$ cat config.mk
export PLATFORM = sky130hd
export DESIGN_NAME = pipelined_rca
export DESIGN_NICKNAME = d
export VERILOG_FILES = /design/src/rtl/pipelined_rca.sv
export SDC_FILE = /design/constraint.sdc
export NUM_CORES = 1
export LEC_CHECK = 0
export CELL_PAD_IN_SITES_DETAIL_PLACEMENT = 1
export CELL_PAD_IN_SITES_GLOBAL_PLACEMENT = 1
export CORE_MARGIN = 10
export CORE_UTILIZATION = 40
export DETAILED_ROUTE_END_ITERATION = 10
export PLACE_DENSITY_LB_ADDON = 0.1
export SYNTH_ARGS = -nofsm -noshare
export SYNTH_HDL_FRONTEND = slang
export SYNTH_SLANG_ARGS = --single-unit
$ cat constraint.sdc
create_clock -name clk -period 2.2 [get_ports clk]
set_clock_uncertainty 0.1 [all_clocks]
set_input_delay 0.33 -clock clk [delete_from_list [all_inputs] [get_ports clk]]
set_output_delay 0.33 -clock clk [all_outputs]
set_load 0.02 [all_outputs]
$ cat src/rtl/pipelined_rca.sv
// Segmented ripple-carry adder/subtractor: SEG bits per stage, NSTG stages, valid/ready
// handshake with a single global advance enable so the whole pipe shifts or holds together.
module pipelined_rca #(
  parameter int WIDTH = 16,
  parameter int SEG   = 4
) (
  input  logic             clk,
  input  logic             rst_n,
  input  logic             in_valid,
  output logic             in_ready,
  input  logic [WIDTH-1:0] A,
  input  logic [WIDTH-1:0] B,
  input  logic             Cin,
  input  logic             SUB,
  output logic             out_valid,
  input  logic             out_ready,
  output logic [WIDTH-1:0] S,
  output logic             Cout,
  output logic             OVF
);

  localparam int NSTG = WIDTH / SEG;

  logic [WIDTH-1:0] b_eff;
  logic             cin_eff;
  logic             adv;

  // Subtraction is A + ~B + 1, so the incoming carry is forced high.
  assign b_eff    = SUB ? ~B : B;
  assign cin_eff  = SUB | Cin;
  assign adv      = ~out_valid | out_ready;
  assign in_ready = adv;

  genvar gi;
  generate
    for (gi = 0; gi < NSTG; gi++) begin : stg
      localparam int LO  = gi * SEG;
      localparam int REM = WIDTH - LO - SEG;

      logic [SEG-1:0]    a_seg;
      logic [SEG-1:0]    b_seg;
      logic              c_in;
      logic              v_in;
      logic [SEG:0]      seg_sum;
      logic [LO+SEG-1:0] sum_d;
      logic              valid_reg;
      logic              carry_reg;
      logic [LO+SEG-1:0] sum_reg;

      if (gi == 0) begin : g_src
        assign a_seg = A[SEG-1:0];
        assign b_seg = b_eff[SEG-1:0];
        assign c_in  = cin_eff;
        assign v_in  = in_valid;
        assign sum_d = seg_sum[SEG-1:0];
      end else begin : g_src
        assign a_seg = stg[gi-1].g_rem.a_rem_reg[SEG-1:0];
        assign b_seg = stg[gi-1].g_rem.b_rem_reg[SEG-1:0];
        assign c_in  = stg[gi-1].carry_reg;
        assign v_in  = stg[gi-1].valid_reg;
        assign sum_d = {seg_sum[SEG-1:0], stg[gi-1].sum_reg};
      end

      assign seg_sum = {1'b0, a_seg} + {1'b0, b_seg} + {{SEG{1'b0}}, c_in};

      // Data registers only load real transactions; bubbles keep the old contents.
      always_ff @(posedge clk or negedge rst_n) begin
        if (!rst_n) begin
          valid_reg <= 1'b0;
          carry_reg <= 1'b0;
          sum_reg   <= '0;
        end else if (adv) begin
          valid_reg <= v_in;
          if (v_in) begin
            carry_reg <= seg_sum[SEG];
            sum_reg   <= sum_d;
          end
        end
      end

      // Not-yet-consumed operand bits, kept right-aligned so the next segment is always at bit 0.
      if (REM > 0) begin : g_rem
        logic [REM-1:0] a_rem_d;
        logic [REM-1:0] b_rem_d;
        logic [REM-1:0] a_rem_reg;
        logic [REM-1:0] b_rem_reg;

        if (gi == 0) begin : g_first
          assign a_rem_d = A[WIDTH-1:SEG];
          assign b_rem_d = b_eff[WIDTH-1:SEG];
        end else begin : g_mid
          assign a_rem_d = stg[gi-1].g_rem.a_rem_reg[REM+SEG-1:SEG];
          assign b_rem_d = stg[gi-1].g_rem.b_rem_reg[REM+SEG-1:SEG];
        end

        always_ff @(posedge clk or negedge rst_n) begin
          if (!rst_n) begin
            a_rem_reg <= '0;
            b_rem_reg <= '0;
          end else if (adv && v_in) begin
            a_rem_reg <= a_rem_d;
            b_rem_reg <= b_rem_d;
          end
        end
      end

      // Signed overflow: carry into the MSB (recovered from the MSB sum bit) vs carry out.
      if (gi == NSTG - 1) begin : g_last
        logic msb_cin;
        logic ovf_reg;

        assign msb_cin = seg_sum[SEG-1] ^ a_seg[SEG-1] ^ b_seg[SEG-1];

        always_ff @(posedge clk or negedge rst_n) begin
          if (!rst_n) begin
            ovf_reg <= 1'b0;
          end else if (adv && v_in) begin
            ovf_reg <= msb_cin ^ seg_sum[SEG];
          end
        end
      end
    end
  endgenerate

  assign out_valid = stg[NSTG-1].valid_reg;
  assign S         = stg[NSTG-1].sum_reg;
  assign Cout      = stg[NSTG-1].carry_reg;
  assign OVF       = stg[NSTG-1].g_last.ovf_reg;

endmodule

==> flow_metrics.env, run 1 <==
export IMPL_status="finished, final reports clean"
export IMPL_antenna_found_initial=0
export IMPL_die_y_um=124
export IMPL_dr_first_iter_drc_count=102
export IMPL_hp_class="in2async"
export IMPL_design_area_um2=5300
export IMPL_seq_area_frac_synth_pct=56.2
export IMPL_cts_htree_levels=3
export IMPL_yosys_warnings=0
export IMPL_rsz0062_at_grt="no"
export IMPL_syn_inst=322
export IMPL_synthSimpleGateAreaFrac_pct=5.65
export IMPL_worst_path_stages=4
export IMPL_cap_violations=0
export IMPL_dr_pass1_iters=4
export IMPL_cpMostUsedCell="clkdlybuf4s50_1"
export IMPL_io_pins=58
export IMPL_dp_cells=515
export IMPL_track_usage_pct=11.5
export IMPL_critical_path_max_fanout=9
export IMPL_clk_path_buf_depth=2
export IMPL_core_area_um2=10400
export IMPL_post_route_period_util_pct=95.7
export IMPL_numCtsBuffers=9
export IMPL_grt_pass1_wl_um=14000
export IMPL_cts_root_buffer="clkbuf_8"
export IMPL_path_clk_slew_ns=0.10
export IMPL_finalHoldViolations=0
export IMPL_start_util_pct=41.4
export IMPL_drc=0
export IMPL_viasPerCell=4.84
export IMPL_post_dp_cell_area_um2=5100
export IMPL_nNetsFinal=449
export IMPL_drive_gt1_share_pct=27.5
export IMPL_path_cells="clkdlybuf4s50_1, nor2b_4, inv_4, clkdlybuf4s50_1"
export IMPL_crit_buf_inv=3
export IMPL_period_needed_ns=2.11
export IMPL_dieArea_um2=15300
export IMPL_avgSynthCellArea_um2=13.4
export IMPL_synth_area_um2=4320
export IMPL_setup_violations_final=0
export IMPL_synthAdderAreaFrac_pct=7.19
export IMPL_worstSetupPathType="in2out"
export IMPL_io_buffers=57
export IMPL_synth_cell_type_count=35
export IMPL_grt_pass1_vias=2842
export IMPL_worstPathRequired_ns=1.77
export IMPL_worstPathArrival_ns=1.68
export IMPL_crit_path_end_kind="primary output"
export IMPL_clk_latency_ns=0.36
export IMPL_max_freq_mhz=475
export IMPL_p_leak_nw=2.36
export IMPL_cts_tree="yes"
export IMPL_synthMuxAreaShare_pct=17.0
export IMPL_grt_max_degree=43
export IMPL_row_count=37
export IMPL_post_cts_buffers=0
export IMPL_p_per_area_nw_per_um2=1360
export IMPL_worst_pin_slew_ns=0.451
export IMPL_reg2reg_depth=6
export IMPL_r2r_setup_slack_ns=0.16
export IMPL_relSlewSlack_pct=69.9
export IMPL_r2r_end="OVF"
export IMPL_whs_ns=0.349
export IMPL_slew_violations=0
export IMPL_clock_sinks=97
export IMPL_total_power_mw=7.18
export IMPL_worst_setup_path_start_kind="input port"
export IMPL_slowest_delay_ns=0.64
export IMPL_crit_end="in_ready"
export IMPL_path_delay_family="buffers and inverters"
export IMPL_hpwlAfterDp_um=6050
export IMPL_postRouteAntennaNets=0
export IMPL_vias=2577
export IMPL_die_w_um=124
export IMPL_wl_per_cell_um=15.4
export IMPL_startpoint="out_ready"
export IMPL_synth_nets=380
export IMPL_diodes=0
export IMPL_synth_seq_cells=97
export IMPL_syn_to_final_growth_pct=22.7
export IMPL_synth_top_family_by_area="multiplexers"
export IMPL_pre_cts_slack_ns=-0.437
export IMPL_synth_compound_area_share_pct=6.35
export IMPL_ir_drop_mv=0.554
export IMPL_r2r_start="stg[2].carry_reg"
export IMPL_synth_xor_area_share_pct=4.67
export IMPL_slowest_stage="clkdlybuf4s50_1"
export IMPL_grt_ovfl_total=0
export IMPL_place_congestion=0.722
export IMPL_stdcell_count=532
export IMPL_timing_final_ws_setup_ns=0.0936
export IMPL_drt_total_wl_um=8220
==> per-stage QoR <==
stage / TNS [ns] / util (%)
finish: 0 / 50.8
global route: 0 / 50.8
CTS: 0 / 50.8
floorplan: -0.0167 / -
detailed placement: -1.45 / 49.0
global placement: -1.31 / 49.0
==> Yosys cell counts, drive strengths merged <==
master	count	area [µm²]
dfrtp	97	2430
mux2	65	732
nand2	35	156
o21ai	24	120
buf	12	78.8
ha	12	150
inv	12	47.6
xnor2	12	105
xor2	11	96.3
a21oi	10	50.1
fa	8	160
a21o	5	37.5
a211oi	2	20.0
and3	2	17.5
nor2	2	7.51
nor2b	2	20.0
o31ai	2	20.0
a21boi	1	7.51
a41oi	1	8.76
nand2b	1	6.26
nand3	1	5.00
nand4	1	6.26
nor3b	1	7.51
o211a	1	10.0
or2	1	6.26
or3	1	11.3
==> cells in the final DEF, fill, tap and decap left out, types with 2 or more instances in the layout <==
cell type and n:
fa_2 4, xnor2_1 12, mux2_2 65, buf_4 11, a211oi_2 2, nor2_1 2
fa_1 4, ha_1 12, a21oi_1 10, inv_6 2, clkdlybuf4s50_1 55, o21ai_0 24
buf_12 2, nand2_1 31, nand2_4 3, clkbuf_8 10, a21o_1 5, dfrtp_1 97
xor2_1 11, inv_1 11
==> kinds of logic after synthesis <==
logic type      count (synthesis)
simple gates                   47
flops                          97
xor+xnor                       23
compound gates                 46
fa+ha+maj                      20
mux                            65
buf+inv                        24
==> timing repair <==
action	4_1_cts	5_1_grt
endpoints found under the hold margin	31	0
resized for setup	1	2
setup endpoints to repair	1	1
hold buffers	1	0
==> layout make-up <==
| type | instances | area (µm²) |
|---|---|---|
| clock inverter | 5 | 38.8 |
| multi-input combinational | 201 | 1780 |
| fill | 1076 | 5120 |
| tap | 136 | 170 |
| clock buffer | 11 | 141 |
| inverter | 12 | 47.5 |
| timing repair buffer | 70 | 692 |
| sequential | 97 | 2430 |
==> layer usage <==
layer	GRT usage, %	wire length, µm	vias up
met5	0	0	-
met3	2.76	328	9
met1	14.5	3810	1284
met4	3.93	94	0
li1	-	-	1244
met2	19.1	3980	40
==> power by group <==
group / switching (mW) / total [mW] / internal, mW
sequential: 0.452 / 3.04 / 2.58
clock: 0.630 / 1.08 / 0.452
combinational: 1.40 / 3.06 / 1.66
==> worst min path at each step <==
stage | end | slack, ns | startpoint | depth (start not counted)
after detailed placement | S[0] | 0.20 | rst_n | 1
final | S[1] | 0.35 | rst_n | 2
after global placement | S[1] | 0.21 | rst_n | 1
after floorplan | Cout | -0.07 | rst_n | 0
after global routing | S[1] | 0.37 | rst_n | 2
after CTS | S[0] | 0.36 | rst_n | 2
Note: power is estimated with default switching activity, not from simulation.
==> run 2, diff against run 1 <==
- clock period: 2.2 -> 1.8 ns (I/O delays scaled with it)
==> run 2 against run 1 <==
The flow now finishes with violations (negative setup slack). Sequential power is 22% higher. First-iteration DRC count is 30% lower. Via count is 2.8% higher. Die area stayed put. Sequential share of layout area is 1.7 points lower. Combinational power is 40% higher.
==> flow_metrics.env, run 2 (synthesis results as in run 1) <==
export IMPL_status="complete, but fails checks"
export IMPL_failed_checks="negative setup slack"
export IMPL_worst_path_stages=6
export IMPL_cts_tree="yes"
export IMPL_path_delay_family="adder cells"
export IMPL_drc=0
export IMPL_worstSetupPathType="reg2reg"
export IMPL_reg2reg_depth=6
export IMPL_slew_violations=0
export IMPL_diodes=0
export IMPL_post_cts_buffers=0
export IMPL_dr_first_iter_drc_count=71
export IMPL_cap_violations=0
export IMPL_clk_path_buf_depth=2
export IMPL_cpMostUsedCell="fa_2"
export IMPL_antenna_found_initial=0
export IMPL_setup_violations_final=1
export IMPL_viasPerCell=4.86
export IMPL_worst_pin_slew_ns=0.375
export IMPL_core_area_um2=10400
export IMPL_crit_end="OVF"
export IMPL_ir_drop_mv=0.694
export IMPL_r2r_end="OVF"
export IMPL_p_leak_nw=2.46
export IMPL_vias=2648
export IMPL_worst_setup_path_start_kind="flip-flop"
export IMPL_io_pins=58
export IMPL_post_route_period_util_pct=109
export IMPL_slowest_delay_ns=0.42
export IMPL_path_clk_slew_ns=0.10
export IMPL_layout_common_cells="97 x dfrtp_1, 64 x mux2_2, 51 x clkdlybuf4s50_1"
export IMPL_rsz0062_at_grt="yes"
export IMPL_timing_final_ws_setup_ns=-0.164
export IMPL_slowest_stage="fa_2"
export IMPL_nNetsFinal=462
export IMPL_place_congestion=0.750
export IMPL_worstPathArrival_ns=2.14
export IMPL_max_freq_mhz=509
export IMPL_die_w_um=124
export IMPL_wl_per_cell_um=16.1
export IMPL_grt_pass1_vias=2986
export IMPL_row_count=37
export IMPL_finalHoldViolations=0
export IMPL_postRouteAntennaNets=0
export IMPL_drive_gt1_share_pct=32.8
export IMPL_p_per_area_nw_per_um2=1740
export IMPL_numCtsBuffers=9
export IMPL_path_cells="fa_2, fa_2, nand3_4, a21oi_2, o211a_1, o31ai_2"
export IMPL_track_usage_pct=12.3
export IMPL_start_util_pct=41.4
export IMPL_relSlewSlack_pct=74.9
export IMPL_hpwlAfterDp_um=6600
export IMPL_grt_max_degree=51
export IMPL_r2r_setup_slack_ns=-0.16
export IMPL_hp_class="in2async"
export IMPL_dieArea_um2=15300
export IMPL_period_needed_ns=1.96
export IMPL_grt_pass1_wl_um=14800
export IMPL_syn_to_final_growth_pct=27.4
export IMPL_dp_cells=528
export IMPL_worstPathRequired_ns=1.98
export IMPL_clk_latency_ns=0.35
export IMPL_critical_path_max_fanout=3
export IMPL_grt_ovfl_total=0
export IMPL_startpoint="stg[2].g_rem.a_rem_reg[0]"
export IMPL_crit_buf_inv=0
export IMPL_stdcell_count=545
export IMPL_io_buffers=57
export IMPL_dr_pass1_iters=4
export IMPL_final_common_cell="dfrtp_1"
export IMPL_whs_ns=0.143
export IMPL_crit_path_end_kind="flip-flop"
export IMPL_setup_tns_ns=-0.164
export IMPL_nFillCells=1070
export IMPL_cts_root_buffer="clkbuf_8"
export IMPL_r2r_start="stg[2].g_rem.a_rem_reg[0]"
export IMPL_cts_htree_levels=3
export IMPL_clock_sinks=97
export IMPL_die_y_um=124
export IMPL_drt_total_wl_um=8790
export IMPL_total_power_mw=9.58
-- run 2: through the flow --
step,util [%],cell area (µm²),worst slack [ns]
5_1_grt,52.8,5500,-0.271
3_3_place_gp,50.2,5230,-0.738
6_report,52.8,5500,-0.164
2_1_floorplan,-,4370,-0.356
3_5_place_dp,50.2,5230,-0.763
4_1_cts,52.6,5480,-0.188
-- run 2: worst min path at each step --
| stage | cells after the start | slack (ns) | endpoint |
|---|---|---|---|
| 6_report | 2 | 0.14 | S[1] |
| 4_1_cts | 2 | 0.13 | S[1] |
| 3_3_place_gp | 1 | -0.02 | S[1] |
| 5_1_grt | 2 | 0.13 | S[1] |
| 3_5_place_dp | 1 | -0.02 | S[1] |
| 2_1_floorplan | 0 | -0.13 | Cout |
-- run 2: where the power goes --
part           total (mW)  switching [mW]  internal [mW]
clock network        1.59           0.763          0.832
logic                4.27            1.94           2.33
registers            3.71           0.556           3.16
total                9.58            3.26           6.32
-- run 2: layout make-up --
| cell class | instances | area (µm²) | share of cell area [%] |
|---|---|---|---|
| clock buffers | 11 | 141 | 2.57 |
| clock inverters | 5 | 86.3 | 1.57 |
| inverters | 12 | 47.5 | 0.865 |
| multi-input cells | 201 | 1820 | 33.2 |
| flip-flops and latches | 97 | 2430 | 44.2 |
| well taps | 136 | 170 | 3.10 |
| repair buffers | 83 | 801 | 14.6 |
-- run 2: routing by layer --
layer | vias to the layer above | GRT usage, % | share of wire [%]
met5 | - | 0 | 0
met4 | 0 | 4.37 | 1.3
met3 | 9 | 2.53 | 3.9
met2 | 42 | 20.3 | 49
met1 | 1336 | 15.6 | 46
li1 | 1261 | - | -
-- run 2: what timing repair did --
item,4_1_cts,5_1_grt
endpoints found under the hold margin,97,0
gates resized for setup,10,15
pin swaps,5,10
endpoints found under the setup margin,10,7
hold buffers,1,0
